===== src/rtl/spi_coeff_bridge.sv =====
// spi_coeff_bridge: oversampled SPI mode-0 slave decoding 24-bit frames into coefficient read/write strobes
module spi_coeff_bridge #(
  parameter int RD_LAT = 2
) (
  input  logic       clk,
  input  logic       rst,
  input  logic       sclk,
  input  logic       cs_n,
  input  logic       mosi,
  output logic       miso,
  input  logic [7:0] coeff_read_out,
  output logic       msg_in,
  output logic       coeff_rw,
  output logic [9:0] coeff_addr,
  output logic [7:0] coeff_in,
  output logic       frame_err,
  output logic       busy
);
  localparam int FRAME_BITS = 24;
  typedef enum logic [2:0] {WAIT_HI, IDLE, RX, RD_WAIT, WR, DRAIN} state_t;
  state_t      state_q, state_d;
  logic [2:0]  sclk_q;
  logic [1:0]  cs_q, mosi_q;
  logic [4:0]  cnt_q, cnt_d;
  logic [23:0] sr_q, sr_d;
  logic [7:0]  tx_q, tx_d;
  logic [3:0]  lat_q, lat_d;
  logic        rd_q, rd_d;
  logic        miso_q, miso_d, msg_q, msg_d, rw_q, rw_d, err_q, err_d;
  logic [9:0]  addr_q, addr_d;
  logic [7:0]  din_q, din_d;
  logic        cs_s, rise, fall, active;
  assign cs_s   = cs_q[1];
  assign rise   = sclk_q[1] & ~sclk_q[2];
  assign fall   = ~sclk_q[1] & sclk_q[2];
  assign active = state_q == RX || state_q == RD_WAIT;
  // Pin synchronizers; cleared on reset so a frame in flight keeps the FSM parked in WAIT_HI
  always_ff @(posedge clk)
    if (rst) begin
      sclk_q <= '0;
      cs_q   <= '0;
      mosi_q <= '0;
    end else begin
      sclk_q <= {sclk_q[1:0], sclk};
      cs_q   <= {cs_q[0], cs_n};
      mosi_q <= {mosi_q[0], mosi};
    end
  // State and output registers
  always_ff @(posedge clk)
    if (rst) begin
      state_q <= WAIT_HI;
      cnt_q   <= '0;
      sr_q    <= '0;
      tx_q    <= '0;
      lat_q   <= '0;
      rd_q    <= 1'b0;
      miso_q  <= 1'b0;
      msg_q   <= 1'b0;
      rw_q    <= 1'b0;
      err_q   <= 1'b0;
      addr_q  <= '0;
      din_q   <= '0;
    end else begin
      state_q <= state_d;
      cnt_q   <= cnt_d;
      sr_q    <= sr_d;
      tx_q    <= tx_d;
      lat_q   <= lat_d;
      rd_q    <= rd_d;
      miso_q  <= miso_d;
      msg_q   <= msg_d;
      rw_q    <= rw_d;
      err_q   <= err_d;
      addr_q  <= addr_d;
      din_q   <= din_d;
    end
  // Bit capture, miso shifting and frame sequencing; a raised cs_n always beats a coincident sclk edge
  always_comb begin
    state_d = state_q;
    cnt_d   = cnt_q;
    sr_d    = sr_q;
    tx_d    = tx_q;
    lat_d   = lat_q;
    rd_d    = rd_q;
    miso_d  = miso_q;
    msg_d   = 1'b0;
    rw_d    = rw_q;
    err_d   = 1'b0;
    addr_d  = addr_q;
    din_d   = din_q;
    if (active && !cs_s && rise && cnt_q != 5'(FRAME_BITS)) begin
      sr_d  = {sr_q[22:0], mosi_q[1]};
      cnt_d = cnt_q + 5'd1;
    end
    if (cs_s || state_q == WAIT_HI || state_q == IDLE) miso_d = 1'b0;
    else if (fall) miso_d = cnt_q[4:3] == 2'b10 ? tx_q[~cnt_q[2:0]] : 1'b0;
    case (state_q)
      WAIT_HI: if (cs_s) state_d = IDLE;
      IDLE: if (!cs_s) begin
        state_d = RX;
        cnt_d   = '0;
        sr_d    = '0;
        tx_d    = '0;
        rd_d    = 1'b0;
      end
      RX: if (cs_s) begin
        state_d = IDLE;
        err_d   = 1'b1;
      end else if (cnt_q == 5'd14 && !sr_q[13] && !rd_q) begin
        state_d = RD_WAIT;
        lat_d   = '0;
        rd_d    = 1'b1;
      end else if (cnt_q == 5'(FRAME_BITS)) state_d = sr_q[23] ? WR : DRAIN;
      RD_WAIT: if (cs_s) begin
        state_d = IDLE;
        err_d   = 1'b1;
      end else begin
        lat_d = lat_q + 4'd1;
        if (lat_q == 4'd0) begin
          msg_d  = 1'b1;
          rw_d   = 1'b0;
          addr_d = sr_q[9:0];
        end
        if (lat_q == 4'(RD_LAT + 1)) begin
          tx_d    = coeff_read_out;
          state_d = RX;
        end
      end
      WR: begin
        msg_d   = 1'b1;
        rw_d    = 1'b1;
        addr_d  = sr_q[19:10];
        din_d   = sr_q[7:0];
        state_d = DRAIN;
      end
      DRAIN: if (cs_s) state_d = IDLE;
      default: state_d = WAIT_HI;
    endcase
  end
  assign miso       = miso_q;
  assign msg_in     = msg_q;
  assign coeff_rw   = rw_q;
  assign coeff_addr = addr_q;
  assign coeff_in   = din_q;
  assign frame_err  = err_q;
  assign busy       = state_q != WAIT_HI && !cs_s;
endmodule


===== config.mk =====
export PLATFORM = sky130hd
export DESIGN_NAME = spi_coeff_bridge
export DESIGN_NICKNAME = d
export VERILOG_FILES = /design/src/rtl/spi_coeff_bridge.sv
export SDC_FILE = /design/constraint.sdc
export NUM_CORES = 1
export LEC_CHECK = 0
export CORE_ASPECT_RATIO = 1.25
export CORE_UTILIZATION = 55
export DETAILED_ROUTE_END_ITERATION = 8
export PLACE_DENSITY = 0.81
export SETUP_SLACK_MARGIN = 0.3
export SYNTH_ARGS = -nofsm -noshare
export SYNTH_HDL_FRONTEND = slang
export SYNTH_SLANG_ARGS = --single-unit

===== constraint.sdc =====
create_clock -name clk -period 2.13 [get_ports clk]
set_clock_uncertainty 0.15 [all_clocks]
set_input_delay 0.3195 -clock clk [delete_from_list [all_inputs] [get_ports clk]]
set_output_delay 0.3195 -clock clk [all_outputs]
set_load 0.05 [all_outputs]

**Word-level counts from Yosys, hierarchy flattened**

Index checks and enable logic that the tools add are counted.

- Multipliers: 0
- Reductions and logical operators: 28
- Add/subtract/negate cells: 2
- Order comparisons: 1
- Bitwise operators: 6
- Eq/ne operators: 19
- Shifts and indexed selects: 0
- Mux-type cells: 40
- Divide/modulo/power cells: 0

Operators with widths:

| kind | number |
|---|---|
| 24-bit two-way mux | 3 |
| 8-bit two-way mux | 3 |
| 3-bit two-way mux | 7 |
| 10-bit two-way mux | 2 |
| 10-bit case mux with 2 select lines | 1 |
| 8-bit case mux with 2 select lines | 1 |
| 4-bit AND reduction | 4 |
| 5-bit two-way mux | 3 |
| 3-bit case mux with 5 select lines | 1 |
| 4-bit two-way mux | 3 |
| 1-bit two-way mux | 11 |
| 2-bit by 1-bit != test with 1-bit output, second input constant | 4 |
| 4-bit case mux with 2 select lines | 1 |
| 2-bit nonzero test | 4 |
| 2-bit OR reduction | 4 |
| 3-bit by 2-bit equality test with 1-bit output, second input constant | 2 |
| 3-bit equality test, second input constant | 2 |
| 1-bit logical AND | 6 |
| 2-bit != test, second input constant | 3 |
| 1-bit case mux with 2 select lines | 3 |
| 5-bit by 1-bit adder with 5-bit output, second input constant | 1 |
| 5-bit by 4-bit equality test with 1-bit output, second input constant | 1 |
| 5-bit equality test, second input constant | 1 |
| 5-bit != test, second input constant | 1 |
| 17 further kinds | 24 |

- RAM bits: 0
- Register bits after elaboration: 74
- Logic and storage cells: 111
- ROM bits: 0
- Output and inout bits: 23
- Input port bits: 13
- Memories: 0
- Bits in latches: 0

**Longest topological paths before layout**

Gate-level depths: netlist of the first run.

- Depth in word-level cells: 8
- Depth in mapped cells: 8
- Depth with buffers taken out: 6

**Worst setup path after synthesis of the first run**

Ideal clock, no wire load.

- Path kind: register to register
- From: register cnt_q[0]
- To: register state_q[0]
- Buffers on the path: 0
- Setup slack: 221 ps
- Data arrival time: 1,638 ps
- Clock period less this slack: 1,909 ps
- Stages on the path, launching flop included: 7
- Library setup time: 121 ps
- Data required time: 1,859 ps
- Cells stage by stage: dfxtp_1 -> inv_1 -> ha_1 -> nor2b_1 -> and2_1 -> o311a_4 -> mux2_4

- Longest elaborated chain between the ends: 6
- Elaborated cells between the ends (all ways): 9
- Those cells by class: eq/ne (3); mux (3); reduce/logical (3)

RTL lines:

| item | line | text |
|---|---|---|
| start, declared | 24 | `logic [4:0] cnt_q, cnt_d;` |
| start signal, assigned | 65 | `cnt_q <= cnt_d;` |
| 5-bit by 4-bit equality test with 1-bit output | 109 | `end else if (cnt_q == 5'd14 && !sr_q[13] && !rd_q) begin` |
| 1-bit logical AND (2 in a row) | 109 |  |
| 3-bit two-way mux | 109 |  |
| 3-bit two-way mux | 106 | `RX: if (cs_s) begin` |
| 3-bit case mux with 5 select lines | 97 | `case (state_q)` |
| end signal, assigned | 64 | `state_q <= state_d;` |
| end, declared | 21 | `state_t state_q, state_d;` |

Several ways; a longest one is shown, not always the timed one.
A chain may end at the register's enable or synchronous reset.

**Worst setup path in the final report of the first run**

- From: register state_q[0]
- To: output busy

- Longest elaborated chain between the ends: 2

RTL lines:

| item | line | text |
|---|---|---|
| 3-bit nonzero test | 146 | `assign busy = state_q != WAIT_HI && !cs_s;` |
| 1-bit logical AND | 146 |  |
| end, declared | 17 | `output logic busy` |

Every way passes these cells.

==> out/metrics.yaml, run 1 <==
outcome:
  status: "finished clean"
setup_path:
  worstPathArrival_ns: 1.34
  critPathLaunchType: "flip-flop"
  required_ns: 1.66
  critical_path_class: "reg2out"
  cp_max_fo: 13
  endpoint_kind: "primary output"
global_route:
  grt_pass1_vias: 2569
  grt_pass1_wl_mm: 11.7
  gr-total-overflow: 0
  grt_use_total_pct: 24.4
  antenna_found_initial: 0
  grt_max_degree: 31
timing:
  maxClockFrequency_ghz: 0.551
  min_period_ns: 1.81
  rsz0062_at_grt: "true"
  slew_headroom_pct: 67.1
  hold_viol: 0
  setup_viol: 0
  timing.hold.ws_ns: 0.290
  finalSetupTns_ns: 0
  worst_pin_slew_ns: 0.496
  maxSlewViolCount: 0
  fin_crit_sh_pct: 85.2
clocking:
  cts_tree: "yes"
  clockBufferDepth: 2
  cts.clk_slew.worst_paths_ns: 0.08
  clk_latency_ns: 0.36
  cts_hold_buf: 0
  cts_root_buf: "clkbuf_8"
  cts_sinks: 74
  cts_made_buffers: 9
  htree_levels: 3
die:
  dieArea_um2: 6140
  ioPinCount: 36
  rows: 30
  die_x_um: 70.3
  die_y_um: 87.3
  initial_utilization_pct: 58.1
  design.core.area_um2: 5520
route:
  routedWlPerCell_um: 15.1
  vias: 2763
  drt_iter0_drc: 169
  ant_nets: 0
  vias_per_cell: 5.65
  first_pass_iters: 4
  drc: 0
  wirelength_mm: 7.41
yosys:
  ys_seq_area_share_pct: 46.2
  ys_seq_elements: 74
  yosysTopAreaCellShare_pct: 46.2
  synth_top_flop_cell: "dfxtp_1"
  yosys.area.top_type: "dfxtp_1"
  syn-num-nets: 393
  synthTopCellsByArea: "dfxtp_1 46%, nand2_1 12%, a21oi_1 6.9%, a311oi_1 2.5%, nor2_1 2.2%"
  synth_warnings: 0
  syn_area_per_cell_um2: 8.54
  ys_types: 49
  yosysMostFrequentCell: "nand2_1"
  ys_async_sr_fraction_pct: 0
  netlist_area_um2: 3200
  synth_commonest_cells: "103 x nand2_1, 74 x dfxtp_1, 44 x a21oi_1"
  syn_inst: 375
  synth-edff-count: 0
power:
  p_total_mw: 4.39
  power_density_nw_per_um2: 1110
  irDropWorstVdd_mv: 0.787
  leakagePower_nw: 1.45
placement:
  dpl.hpwl_mm: 4.66
  portBuffers: 35
  place.gp.congestion: 0.837
run:
  maxCapViolCount: 0
layout:
  drive_gt1_share_pct: 16.5
  fin_nets: 438
  synthToLayoutAreaGrowth_pct: 23.4
  diodes: 0
  final_core_util_pct: 71.7
min_path:
  min_path_type: "reg2reg"
## flip-flops by register name, summed over array words and instances, names as in the netlist
register / cells
coeff_in: 8
tx_q: 8
sr_q: 24
msg_in: 1
lat_q: 4
mosi_q: 2
miso: 1
cs_q: 2
frame_err: 1
rd_q: 1
coeff_addr: 10
sclk_q: 3
coeff_rw: 1
state_q: 3
cnt_q: 5
## cell families after synthesis
logic type / count (synthesis) / synth area share, %
AOI/OAI and AO/OA: 81 / 16.7
adders and majority gates: 5 / 1.95
muxes: 4 / 2.19
DFF: 74 / 46.2
buffers and inverters: 33 / 5.82
and+or+nand+nor: 174 / 26.0
xor gates and xnor gates: 4 / 1.09
## worst max-delay path, stage by stage (launching register included)
cell	delay, ns
dfxtp_4	0.43
buf_4	0.17
nor3_1	0.05
nor2_1	0.19
buf_12	0.17
## layout make-up
cell class              instances  area [um2]
clock buffers                   9         124
clock inverters                 7        93.8
fillers                       399        1560
inverters                       8        30.0
multi-input cells             268        1570
flip-flops and latches         74        1500
well taps                      64        80.1
repair buffers                 59         558
## where the power goes
part           internal, mW  switching (mW)
sequential             1.53           0.137
clock                 0.657           0.546
combinational         0.564           0.957
## final timing paths
check	from	end	slack [ns]	cells after the start
worst max-delay path	state_q[0]$_SDFFE_PP0P_	busy	0.32	4
worst min-delay path	sclk_q[0]$_SDFF_PP0_	sclk_q[1]$_SDFF_PP0_	0.29	1
worst max register to register	lat_q[0]$_SDFFE_PP0P_	tx_q[0]$_SDFFE_PP0P_	0.33	7
worst min register to register	sclk_q[0]$_SDFF_PP0_	sclk_q[1]$_SDFF_PP0_	0.29	1
## per-layer routing
metal | global-route usage (%) | wire [um] | vias up
met5 | 0 | 0 | -
met4 | 14.9 | 241 | 0
met3 | 4.17 | 204 | 20
met2 | 42.1 | 3820 | 49
met1 | 28.2 | 3140 | 1332
li1 | - | - | 1362
## metrics by stage
stage | area, um2 | cells | worst slack (ns)
floorplan | 3210 | 375 | 0.300
global placement | 3640 | 465 | 0.251
detailed placement | 3640 | 465 | 0.220
CTS | 3880 | 484 | 0.238
global route | 3960 | 489 | 0.267
finish | 3960 | 489 | 0.316
## layout by cell type, fill, tap and decap left out, types with 4 or more instances in the layout
| cell | netlist | routed |
|---|---|---|
| inv_1 | 8 | 7 |
| nand3_1 | 13 | 12 |
| o21ai_0 | 13 | 13 |
| buf_4 | 8 | 20 |
| dlygate4sd2_1 | 0 | 22 |
| nor2b_1 | 11 | 10 |
| a21oi_1 | 44 | 44 |
| buf_12 | 0 | 4 |
| dfxtp_1 | 74 | 68 |
| nand4_1 | 4 | 4 |
| a311oi_1 | 9 | 9 |
| nor2_1 | 19 | 19 |
| clkbuf_8 | 0 | 9 |
| clkdlybuf4s50_1 | 0 | 12 |
| nand2_1 | 103 | 103 |
## what timing repair did
item	CTS	global route
pin swaps	1	4
setup buffers	3	5
setup endpoints to repair	39	28
resized for setup	29	11
No activity file was read; power rests on OpenSTA's default activity.
==> inputs of run 2 (changes only) <==
--- a/config.mk
+++ b/config.mk
@@ -6,9 +6,9 @@
 export NUM_CORES = 1
 export LEC_CHECK = 0
 export CORE_ASPECT_RATIO = 1.25
-export CORE_UTILIZATION = 55
+export CORE_UTILIZATION = 50
 export DETAILED_ROUTE_END_ITERATION = 8
-export PLACE_DENSITY = 0.81
+export PLACE_DENSITY = 0.78
 export SETUP_SLACK_MARGIN = 0.3
 export SYNTH_ARGS = -nofsm -noshare
 export SYNTH_HDL_FRONTEND = slang
==> constraint.sdc (replaced) <==
create_clock -name clk -period 1.5 [get_ports clk]
set_clock_uncertainty 0.15 [all_clocks]
set_input_delay 0.225 -clock clk [delete_from_list [all_inputs] [get_ports clk]]
set_output_delay 0.225 -clock clk [all_outputs]
set_load 0.05 [all_outputs]
==> run 2 against run 1 <==
The flow now finishes with violations (setup timing). Final cell count rose by 17%. Highest routed layer unchanged. Global-route usage is 7.8 points higher. Largest power group is now combinational cells. Die area rose by 9.7%. First-iteration DRC count is 110% higher.
==> out/metrics.yaml, run 2 (synthesized netlist as in run 1, its figures left out) <==
setup_path:
  worstRegToRegCells: 8
  worst_r2r_startpoint: "cnt_q[1]$_SDFF_PP0_"
  cp_max_fo: 6
  slowest_delay_ns: 0.37
  r2r_end: "sr_q[4]$_SDFF_PP0_"
  critical_path_class: "reg2reg"
  required_ns: 1.62
  slowest_stage: "dfxtp_2"
  endpoint_kind: "flip-flop"
  reg2reg_slack_ns: -0.44
  crit_chain: "inv_2, ha_4, nand4b_1, buf_4, and3_4, clkbuf_16, nand2_1, a21oi_1"
  worstPathArrival_ns: 2.06
  critPathLaunchType: "flip-flop"
die:
  die_y_um: 91.5
  ioPinCount: 36
  rows: 32
  die_x_um: 73.6
  design.core.area_um2: 6170
  dieArea_um2: 6730
  initial_utilization_pct: 52.0
route:
  first_pass_iters: 7
  routedWlPerCell_um: 24.5
  wirelength_mm: 14.0
  drt_iter0_drc: 354
  vias: 3572
  vias_per_cell: 6.27
  drc: 0
  ant_nets: 0
timing:
  maxClockFrequency_ghz: 0.516
  setup_viol: 67
  worst_pin_slew_ns: 0.363
  maxSlewViolCount: 0
  hold_viol: 0
  min_period_ns: 1.94
  fin_crit_sh_pct: 129
  setup_ws_ns: -0.436
  slew_headroom_pct: 75.5
  rsz0062_at_grt: "true"
  timing.hold.ws_ns: 0.268
clocking:
  clockBufferDepth: 2
  cts_sinks: 74
  cts_root_buf: "clkbuf_8"
  cts_made_buffers: 9
  htree_levels: 3
  cts_tree: "yes"
  cts.clk_slew.worst_paths_ns: 0.08
  clk_latency_ns: 0.36
  cts_hold_buf: 0
layout:
  final_cell_mix: "75 x nand2_1, 49 x buf_4, 41 x dfxtp_1"
  postLayoutCellArea_um2: 5570
  largest_register_ffs: 24
  synthToLayoutAreaGrowth_pct: 73.9
  final_core_util_pct: 90.4
  final_common_cell: "nand2_1"
  diodes: 0
  regMostFlops: "sr_q"
  fin_nets: 498
  drive_gt1_share_pct: 55.5
power:
  pwr-share-seq_pct: 29.1
  irDropWorstVdd_mv: 1.41
  power_frac_clock_pct: 23.1
  netSwitchingPower_mw: 3.21
  sw_frac_of_total_pct: 37.2
  comb_power_share_pct: 47.8
  leakagePower_nw: 2.19
  p_int_mw: 5.42
  power_density_nw_per_um2: 1550
global_route:
  grt_pass1_wl_mm: 16.2
  grt_use_total_pct: 32.3
  gr-total-overflow: 0
  grt_pass1_vias: 3196
  antenna_found_initial: 0
  grt_max_degree: 25
min_path:
  min_path_type: "in2reg"
  hp-start: "mosi"
  min_to: "mosi_q[0]$_SDFF_PP0_"
  holdPathStages: 2
placement:
  post_dp_cell_area_um2: 4220
  portBuffers: 35
  place.gp.congestion: 0.798
  dpl.hpwl_mm: 5.42
run:
  maxCapViolCount: 0
outcome:
  status: "finished with violations"
  violations: "setup timing"
==> run 2: cell types whose count changed in the layout (fill, tap and decap cells not counted), moves of 12 or more <==
cell / previous run / this run
a21oi_1: 44 / 12
a21oi_2: 0 / 31
buf_4: 20 / 49
buf_12: 4 / 32
nand2_1: 103 / 75
dfxtp_1: 68 / 41
dlygate4sd2_1: 22 / 0
dfxtp_2: 3 / 22
nand2_4: 0 / 18
buf_6: 0 / 13
o21ai_0: 13 / 1
==> run 2: timing repair <==
item	in CTS	in global routing
endpoints found under the hold margin	0	0
pin swaps	27	46
setup endpoints to repair	89	90
setup buffers	14	16
cloned	4	6
resized for setup	82	97
==> run 2: cell type report <==
type                            instances  area [um2]
Timing Repair Buffer                  119        1540
Tap cell                               85         106
Inverter                                8        32.5
Sequential cell                        74        1550
Multi-Input combinational cell        268        2090
Clock buffer                           13         191
Fill cell                             246         593
Clock inverter                          3        65.1
==> run 2: how the worst max path moves through the flow <==
stage	start	endpoint	depth (start not counted)
after floorplan	lat_q[1]$_SDFFE_PP0P_	state_q[0]$_SDFFE_PP0P_	5
after global placement	lat_q[1]$_SDFFE_PP0P_	state_q[0]$_SDFFE_PP0P_	5
after detailed placement	lat_q[1]$_SDFFE_PP0P_	state_q[0]$_SDFFE_PP0P_	5
after CTS	lat_q[0]$_SDFFE_PP0P_	state_q[0]$_SDFFE_PP0P_	5
after global routing	cnt_q[2]$_SDFF_PP0_	rd_q$_SDFFE_PP0P_	5
final	cnt_q[1]$_SDFF_PP0_	sr_q[4]$_SDFF_PP0_	8
==> run 2: per-stage QoR <==
step                      TNS (ns)  power, mW  setup WS, ns  instances
after floorplan              -2.03       4.00        -0.219        375
after global placement       -9.15       5.17        -0.231        514
after detailed placement    -11.34       5.24        -0.268        514
after CTS                    -6.93       7.66        -0.231        548
after global routing        -19.60       8.82        -0.518        570
final                       -17.44       8.63        -0.436        570
==> run 2: power groups by stage <==
stage | Combinational, mW | Sequential [mW] | Clock (mW)
after floorplan | 1.18 | 2.82 | 0
after global placement | 2.72 | 2.45 | 0
after detailed placement | 2.78 | 2.45 | 0
after CTS | 3.25 | 2.47 | 1.94
after global routing | 4.21 | 2.52 | 2.10
final | 4.12 | 2.51 | 2.00
==> run 2: metal layers <==
layer | vias to the layer above | global-route usage (%) | part of all wire (%)
met5 | - | 0 | 0
met4 | 0 | 19.9 | 7.9
met3 | 95 | 4.55 | 6.6
met2 | 259 | 53.8 | 51
met1 | 1724 | 38.0 | 35
li1 | 1494 | - | -
==> run 2: worst max-delay path: cells and delay by family, from the launching register on <==
kind                       cells  cell delay, ns
and+or+nand+nor                3            0.53
buffers and inverters          3            0.42
DFF                            1            0.37
adders and majority gates      1            0.15
AOI/OAI and AO/OA              1            0.22
